==> config.mk <==
export PLATFORM = sky130hd
export DESIGN_NAME = if_fetch_unit
export DESIGN_NICKNAME = d
export VERILOG_FILES = /design/src/rtl/riscv_pkg.sv /design/src/rtl/if_fetch_fifo.sv /design/src/rtl/if_fetch_unit.sv
export SDC_FILE = /design/constraint.sdc
export NUM_CORES = 1
export LEC_CHECK = 0
export ABC_AREA = 1
export CAP_MARGIN = 5
export CORE_ASPECT_RATIO = 1.75
export CORE_MARGIN = 2
export CORE_UTILIZATION = 45
export CTS_BUF_LIST = sky130_fd_sc_hd__clkbuf_8 sky130_fd_sc_hd__clkbuf_16
export DETAILED_ROUTE_END_ITERATION = 8
export PLACE_DENSITY = 0.73
export SLEW_MARGIN = 40
export SYNTH_ARGS = -nofsm -noshare
export SYNTH_HDL_FRONTEND = slang
export SYNTH_SLANG_ARGS = --single-unit
==> constraint.sdc <==
create_clock -name clk -period 4.79 [get_ports clk]
set_clock_uncertainty 0.15 [all_clocks]
set_input_delay 0.479 -clock clk [delete_from_list [all_inputs] [get_ports clk]]
set_output_delay 0.479 -clock clk [all_outputs]
set_load 0.05 [all_outputs]
==> src/rtl/riscv_pkg.sv <==
// -----------------------------------------------------------------------------
// riscv_pkg
// Shared definitions for the RISC-V core front end.
//   XLEN      : default architectural register / PC width
//   RV_NOP    : canonical NOP encoding (addi x0, x0, 0)
//   RESET_PC  : default fetch address after reset
//   if_entry_t: one fetch-buffer entry {pc, instr[, fault]}
// Optional feature macro: IF_MISALIGN_EXC_EN adds the per-entry fault bit.
// -----------------------------------------------------------------------------
package riscv_pkg;

  localparam int              XLEN     = 32;
  localparam logic [31:0]     RV_NOP   = 32'h0000_0013;
  localparam logic [XLEN-1:0] RESET_PC = '0;

  typedef struct packed {
    logic [XLEN-1:0] pc;
    logic [31:0]     instr;
`ifdef IF_MISALIGN_EXC_EN
    logic            fault;
`endif
  } if_entry_t;

endpackage

==> src/rtl/if_fetch_fifo.sv <==
// -----------------------------------------------------------------------------
// if_fetch_fifo
// Small synchronous FIFO holding fetched {pc, instr[, fault]} words.
// The head entry is read combinationally, so a pushed word is visible the
// cycle after the push with no extra read latency.
// Ports:
//   clk        : clock, all state on rising edge
//   rst        : synchronous reset, active-high
//   flush_i    : drop all entries at the clock edge (wins over push/pop)
//   push_i     : write push_data_i at the tail
//   push_data_i: entry to write
//   pop_i      : retire the head entry
//   head_o     : current head entry (meaningful when !empty_o)
//   count_o    : number of valid entries
//   empty_o    : no valid entries
// -----------------------------------------------------------------------------
module if_fetch_fifo #(
  parameter int DEPTH = 2,
  parameter int W     = 64,
  localparam int CW   = $clog2(DEPTH + 1),
  localparam int PW   = (DEPTH > 1) ? $clog2(DEPTH) : 1
) (
  input  logic          clk,
  input  logic          rst,
  input  logic          flush_i,
  input  logic          push_i,
  input  logic [W-1:0]  push_data_i,
  input  logic          pop_i,
  output logic [W-1:0]  head_o,
  output logic [CW-1:0] count_o,
  output logic          empty_o
);

  logic [W-1:0]  mem_q [DEPTH];
  logic [PW-1:0] wr_ptr_q, rd_ptr_q;
  logic [CW-1:0] count_q;

  // NOTE: sequential state uses non-blocking assignments so every register
  // samples the pre-edge values of the others, independent of block order.
  always_ff @(posedge clk) begin
    if (rst || flush_i) begin
      wr_ptr_q <= '0;
      rd_ptr_q <= '0;
      count_q  <= '0;
    end else begin
      // DEPTH is a power of two, so the pointers wrap naturally.
      if (push_i) wr_ptr_q <= wr_ptr_q + 1'b1;
      if (pop_i)  rd_ptr_q <= rd_ptr_q + 1'b1;
      case ({push_i, pop_i})
        2'b10:   count_q <= count_q + 1'b1;
        2'b01:   count_q <= count_q - 1'b1;
        default: count_q <= count_q;
      endcase
    end
  end

  // NOTE: the storage array has no reset; an entry is only observed once
  // count_q says it was written, so clearing it would cost flops for nothing.
  always_ff @(posedge clk) begin
    if (push_i && !flush_i) mem_q[wr_ptr_q] <= push_data_i;
  end

  assign head_o  = mem_q[rd_ptr_q];
  assign count_o = count_q;
  assign empty_o = (count_q == '0);

endmodule

==> src/rtl/if_fetch_unit.sv <==
// -----------------------------------------------------------------------------
// if_fetch_unit
// Instruction-fetch front end: generates sequential PCs, reads a synchronous
// instruction memory (1-cycle latency), buffers {pc, instr} pairs and hands
// them to decode over valid/ready. A redirect flushes buffered and in-flight
// fetches and restarts fetch at redirect_pc.
// Ports:
//   clk            : clock
//   rst_n          : synchronous reset, ACTIVE-HIGH despite the name
//   redirect_valid : redirect fetch this cycle
//   redirect_pc    : new fetch PC
//   imem_req       : instruction-memory read enable
//   imem_addr      : word address (byte PC bits [IMEM_AW+1:2])
//   imem_rdata     : read data, valid the cycle after imem_req
//   id_valid       : head entry valid to decode
//   id_ready       : decode accepts the head entry
//   id_pc/id_instr : head entry
//   id_fault       : head entry is a misaligned-fetch fault
//                    (only with IF_MISALIGN_EXC_EN defined)
// Optional feature macro: IF_MISALIGN_EXC_EN. When undefined, misaligned
// redirect targets are aligned down to the word.
// -----------------------------------------------------------------------------
module if_fetch_unit #(
  parameter int              XLEN       = riscv_pkg::XLEN,
  parameter logic [XLEN-1:0] RESET_PC   = riscv_pkg::RESET_PC,
  parameter int              IMEM_AW    = 16,
  parameter int              FIFO_DEPTH = 2
) (
  input  logic               clk,
  input  logic               rst_n,
  input  logic               redirect_valid,
  input  logic [XLEN-1:0]    redirect_pc,
  output logic               imem_req,
  output logic [IMEM_AW-1:0] imem_addr,
  input  logic [31:0]        imem_rdata,
  output logic               id_valid,
  input  logic               id_ready,
  output logic [XLEN-1:0]    id_pc,
  output logic [31:0]        id_instr
`ifdef IF_MISALIGN_EXC_EN
  ,
  output logic               id_fault
`endif
);

  import riscv_pkg::*;

  localparam int CW = $clog2(FIFO_DEPTH + 1);
`ifdef IF_MISALIGN_EXC_EN
  localparam int EW = XLEN + 33;
`else
  localparam int EW = XLEN + 32;
`endif
  localparam logic [CW:0] DEPTH_W = (CW + 1)'(FIFO_DEPTH);

  logic [XLEN-1:0] pc_q, pc_d;
  logic [XLEN-1:0] inflight_pc_q;
  logic            inflight_q;
  logic            kill_q, kill_d;
  logic [XLEN-1:0] fa;
  logic [CW-1:0]   count;
  logic [CW:0]     occupancy;
  logic            empty, pop, push, issue, fetch_ok, rsp_push;
  logic [EW-1:0]   push_data, head_data;

`ifdef IF_MISALIGN_EXC_EN
  logic            halt_q, fault_q;
  logic [XLEN-1:0] fault_pc_q;
  logic            mis_redirect;

  assign mis_redirect = redirect_valid && (redirect_pc[1:0] != 2'b00);
  // A misaligned target never reaches memory and stops fetch until the next
  // redirect; any redirect (aligned or not) decides the halt state afresh.
  assign fetch_ok     = redirect_valid ? !mis_redirect : !halt_q;
  assign fa           = redirect_valid ? redirect_pc : pc_q;
`else
  assign fetch_ok     = 1'b1;
  assign fa           = redirect_valid ? {redirect_pc[XLEN-1:2], 2'b00} : pc_q;
`endif

  // A redirect hides the head for one cycle so no entry retires from a
  // buffer that is being flushed.
  assign id_valid  = !rst_n && !empty && !redirect_valid;
  assign pop       = id_valid && id_ready;

  // Reserve a buffer slot for every outstanding read so a response can never
  // arrive to a full FIFO.
  assign occupancy = {1'b0, count} + {{CW{1'b0}}, inflight_q} - {{CW{1'b0}}, pop};
  assign issue     = !rst_n && fetch_ok && (occupancy < DEPTH_W);

  assign imem_req  = issue;
  assign imem_addr = fa[IMEM_AW+1:2];

  // The response landing during a redirect belongs to the old path.
  assign rsp_push  = inflight_q && !kill_q && !redirect_valid;

`ifdef IF_MISALIGN_EXC_EN
  assign push      = rsp_push || (fault_q && !redirect_valid);
  assign push_data = fault_q ? {fault_pc_q, RV_NOP, 1'b1}
                             : {inflight_pc_q, imem_rdata, 1'b0};
`else
  assign push      = rsp_push;
  assign push_data = {inflight_pc_q, imem_rdata};
`endif

  // NOTE: every always_comb output gets a default first so no path leaves
  // it unassigned, which would otherwise infer a latch.
  always_comb begin
    pc_d   = pc_q;
    kill_d = 1'b0;
    if (issue) begin
      pc_d = fa + {{(XLEN-3){1'b0}}, 3'd4};
    end else if (redirect_valid) begin
      pc_d = fa;
    end
    // When the redirect target itself was issued, its response is kept.
    if (redirect_valid && inflight_q && !issue) kill_d = 1'b1;
  end

  always_ff @(posedge clk) begin
    if (rst_n) begin
      pc_q          <= RESET_PC;
      inflight_q    <= 1'b0;
      inflight_pc_q <= '0;
      kill_q        <= 1'b0;
`ifdef IF_MISALIGN_EXC_EN
      halt_q        <= 1'b0;
      fault_q       <= 1'b0;
      fault_pc_q    <= '0;
`endif
    end else begin
      pc_q          <= pc_d;
      inflight_q    <= issue;
      inflight_pc_q <= fa;
      kill_q        <= kill_d;
`ifdef IF_MISALIGN_EXC_EN
      if (redirect_valid) halt_q <= mis_redirect;
      fault_q       <= mis_redirect;
      fault_pc_q    <= redirect_pc;
`endif
    end
  end

  if_fetch_fifo #(
    .DEPTH (FIFO_DEPTH),
    .W     (EW)
  ) u_fifo (
    .clk         (clk),
    .rst         (rst_n),
    .flush_i     (redirect_valid),
    .push_i      (push),
    .push_data_i (push_data),
    .pop_i       (pop),
    .head_o      (head_data),
    .count_o     (count),
    .empty_o     (empty)
  );

  assign id_pc    = rst_n ? '0 : head_data[EW-1 -: XLEN];
  assign id_instr = rst_n ? '0 : head_data[EW-XLEN-1 -: 32];
`ifdef IF_MISALIGN_EXC_EN
  assign id_fault = rst_n ? 1'b0 : head_data[0];
`endif

endmodule

==> results.ini <==
[place]
dp_hpwl_um = 12790
dp.cells = 1221
dpl-instance-area_mm2 = 0.009980
port_buffers = 147
place_worst_setup_slack_ps = 1061
routabilityCongestion = 0.9539

[clock_tree]
clock_sinks = 199
clockBufferDepth = 2
holdBufCountCts = 0
clock_latency_ps = 420
htree_levels = 4
cts_resized = 0
cts_setup_buffers = 0
cts_tree = done
clockRootBuffer = clkbuf_16
path_clk_slew_ps = 70
cts_buffers = 17

[setup_path]
worst-setup-path-type = flip-flop to output port
path_max_fanout = 9
arrival_ps = 2930
slowest_delay_ps = 480
worstPathRequired_ps = 4160
worstReg2RegStart = u_fifo.count_o[1]$_SDFFE_PP0P_
cp_slowest_cell = fa_1
rr_endpoint = pc_q[18]$_SDFFE_PP0P_
critical-path-top-delay-family = buffers and inverters
r2r_setup_slack_ps = 1410
ff2ff_path_depth = 18
crit_path_frequent_cell = inv_1
crit_buf_inv = 6
worstPathCellList = inv_1, a21oi_2, nand2_1, inv_1, ha_1, inv_1, nand2_1, fa_1, inv_1, nor2_1, nand3_2, inv_1, buf_4
startpoint_type = flip-flop
cp-end-kind = output port

[global_routing]
antenna_found_initial = 0
first_global_vias = 6084
grt_pass1_wl_um = 29790
grt_start_max_net_pins = 72
grt_overflow = 0
grt_usage_pct = 19.34

[cells_and_area]
multiInputGateArea_mm2 = 0.002571
diodes = 0
drive_above_1_share_pct = 10.64
final_cell_area_mm2 = 0.01058
final_cell_mix = nor2_1 (211), clkdlybuf4s50_1 (144), edfxtp_1 (128)
post-route-util_pct = 57.17
n_fill_cell = 1607
final_cells = 1253
nets = 1074
final_common_cell = nor2_1
area_delta_synth_final_pct = 25.29
seq_area_mm2 = 0.005266

[route]
drc = 0
vias = 6069
drtPass1Iterations = 4
drt_iter0_markers = 191
wl_per_cell_um = 14.94
finalWirelength_um = 18720
ant_nets = 0
vias_per_cell = 4.844

[hold_path]
worstHoldPathType = input port to flip-flop
hp-start = redirect_valid
whs_path_depth = 4
whs_endpoint = u_fifo.count_o[1]$_SDFFE_PP0P_

[sta]
maxSlewHeadroom_pct = 52.30
min_period_over_period_pct = 74.30
setup_ws_ps = 1231
finalMaxSlewViolations = 0
hold_viol_final = 0
fin_tns_setup_ps = 0
holdWs_ps = 230.2
fin_crit_ps = 3559
rsz0062_at_grt = no
setup_viol = 0
tightest_slew_ps = 715.4
max_freq_ghz = 0.2810

[logic_synthesis]
syn_nets = 951
yosysUniqueCellTypes = 32
netlist_instances = 879
yosys_warnings = 0
yosysSeqAreaShare_pct = 62.38
synthesis.area_mm2 = 0.008441
avgSynthCellArea_um2 = 9.602
yosys_register_bits = 199

[outcome]
outcome = finished clean

[floorplanning]
die_h_um = 185.2
rows = 66
die_area_mm2 = 0.01991
coreArea_mm2 = 0.01850
initial_core_util_pct = 45.63
die_x_um = 107.5
ios = 150

[power_and_ir_drop]
p_total_mw = 3.830
power_density_mw_per_mm2 = 362.2
p_leak_nw = 4.121
peakVddDrop_uv = 183.9

[flow_run]
maxCapViolations = 0

-- worst min-delay path: cells and delay by family --
| kind | cells | cell delay, ps |
|---|---|---|
| compound gates | 2 | 110 |
| buf+inv | 1 | 100 |
| simple gates | 1 | 60 |
-- state kept, by name (all words and copies together), names as in the netlist, named ones only --
| signal | cells |
|---|---|
| u_fifo.wr_ptr_q | 1 |
| pc_q | 32 |
| kill_q | 1 |
| inflight_pc_q | 32 |
| u_fifo.count_o | 2 |
| inflight_q | 1 |
| u_fifo.rd_ptr_q | 1 |
| u_fifo.mem_q | 128 |
-- Yosys cell counts --
cell type | count | area (um^2)
o21ai_4 | 1 | 16.27
nor2_2 | 13 | 81.33
nand2_1 | 124 | 465.5
fa_1 | 1 | 20.02
clkinv_1 | 1 | 3.750
a211oi_1 | 3 | 22.52
nor2_1 | 213 | 799.5
nand3_2 | 2 | 20.02
buf_4 | 16 | 120.1
o21ai_1 | 8 | 40.04
or2_2 | 1 | 6.260
o21ai_2 | 4 | 35.03
ha_1 | 3 | 37.54
buf_1 | 2 | 7.510
dfxtp_1 | 71 | 1421
nand4_1 | 5 | 31.28
inv_1 | 74 | 277.8
o21ai_0 | 77 | 385.4
clkbuf_1 | 24 | 90.09
nand2_2 | 31 | 193.9
a21oi_2 | 1 | 8.760
buf_8 | 1 | 15.01
nor3_1 | 9 | 45.04
nor2_4 | 6 | 67.56
inv_2 | 4 | 15.01
buf_6 | 7 | 78.83
xor2_1 | 10 | 87.58
inv_8 | 1 | 11.26
nand3_1 | 25 | 125.1
nand3b_1 | 1 | 7.510
a21oi_1 | 12 | 60.06
edfxtp_1 | 128 | 3844
-- cell families (layout without fill, tap and decap cells) --
family | Yosys count | count (layout) | share of synthesized area (%)
flip-flops | 199 | 199 | 62.38
buffers and inverters | 130 | 266 | 7.338
AO/OA/AOI/OAI | 106 | 106 | 6.730
XOR/XNOR | 10 | 10 | 1.038
adder cells (fa/ha/maj) | 4 | 4 | 0.6819
AND/OR/NAND/NOR | 430 | 430 | 21.84
-- area by class of cell --
type,count,share of cell area [%]
Inverter,80,2.958
Clock buffer,21,4.756
Tap cell,238,2.816
Multi-Input combinational cell,550,24.31
Timing Repair Buffer,154,14.48
Sequential cell,199,49.80
Clock inverter,11,0.8755
-- metal layers --
layer | GRT usage (%) | wire length, um | vias to the layer above
met5 | 0 | 0 | -
met4 | 8.359 | 549 | 0
met3 | 3.132 | 693 | 28
li1 | - | - | 3077
met2 | 36.68 | 10220 | 135
met1 | 20.69 | 7261 | 2829
-- power by group --
group / total (mW) / switching, mW / internal, mW
Sequential: 1.92 / 0.0221 / 1.90
Combinational: 0.504 / 0.334 / 0.170
Clock: 1.40 / 0.599 / 0.806
-- worst max-delay path by stage --
| stage | slack (ps) | to | start | cells after the start |
|---|---|---|---|---|
| 3_5_place_dp | 1060 | pc_q[18]$_SDFFE_PP0P_ | redirect_valid | 20 |
| 5_1_grt | 960 | imem_req | u_fifo.count_o[1]$_SDFFE_PP0P_ | 13 |
| 6_report | 1230 | imem_req | u_fifo.count_o[1]$_SDFFE_PP0P_ | 13 |
| 3_3_place_gp | 1120 | pc_q[20]$_SDFFE_PP0P_ | redirect_valid | 21 |
| 4_1_cts | 1220 | imem_req | u_fifo.count_o[1]$_SDFFE_PP0P_ | 13 |
| 2_1_floorplan | 220 | u_fifo.mem_q[1][0]$_DFFE_PP_ | redirect_valid | 7 |
Note: power is estimated with default switching activity, not from simulation.
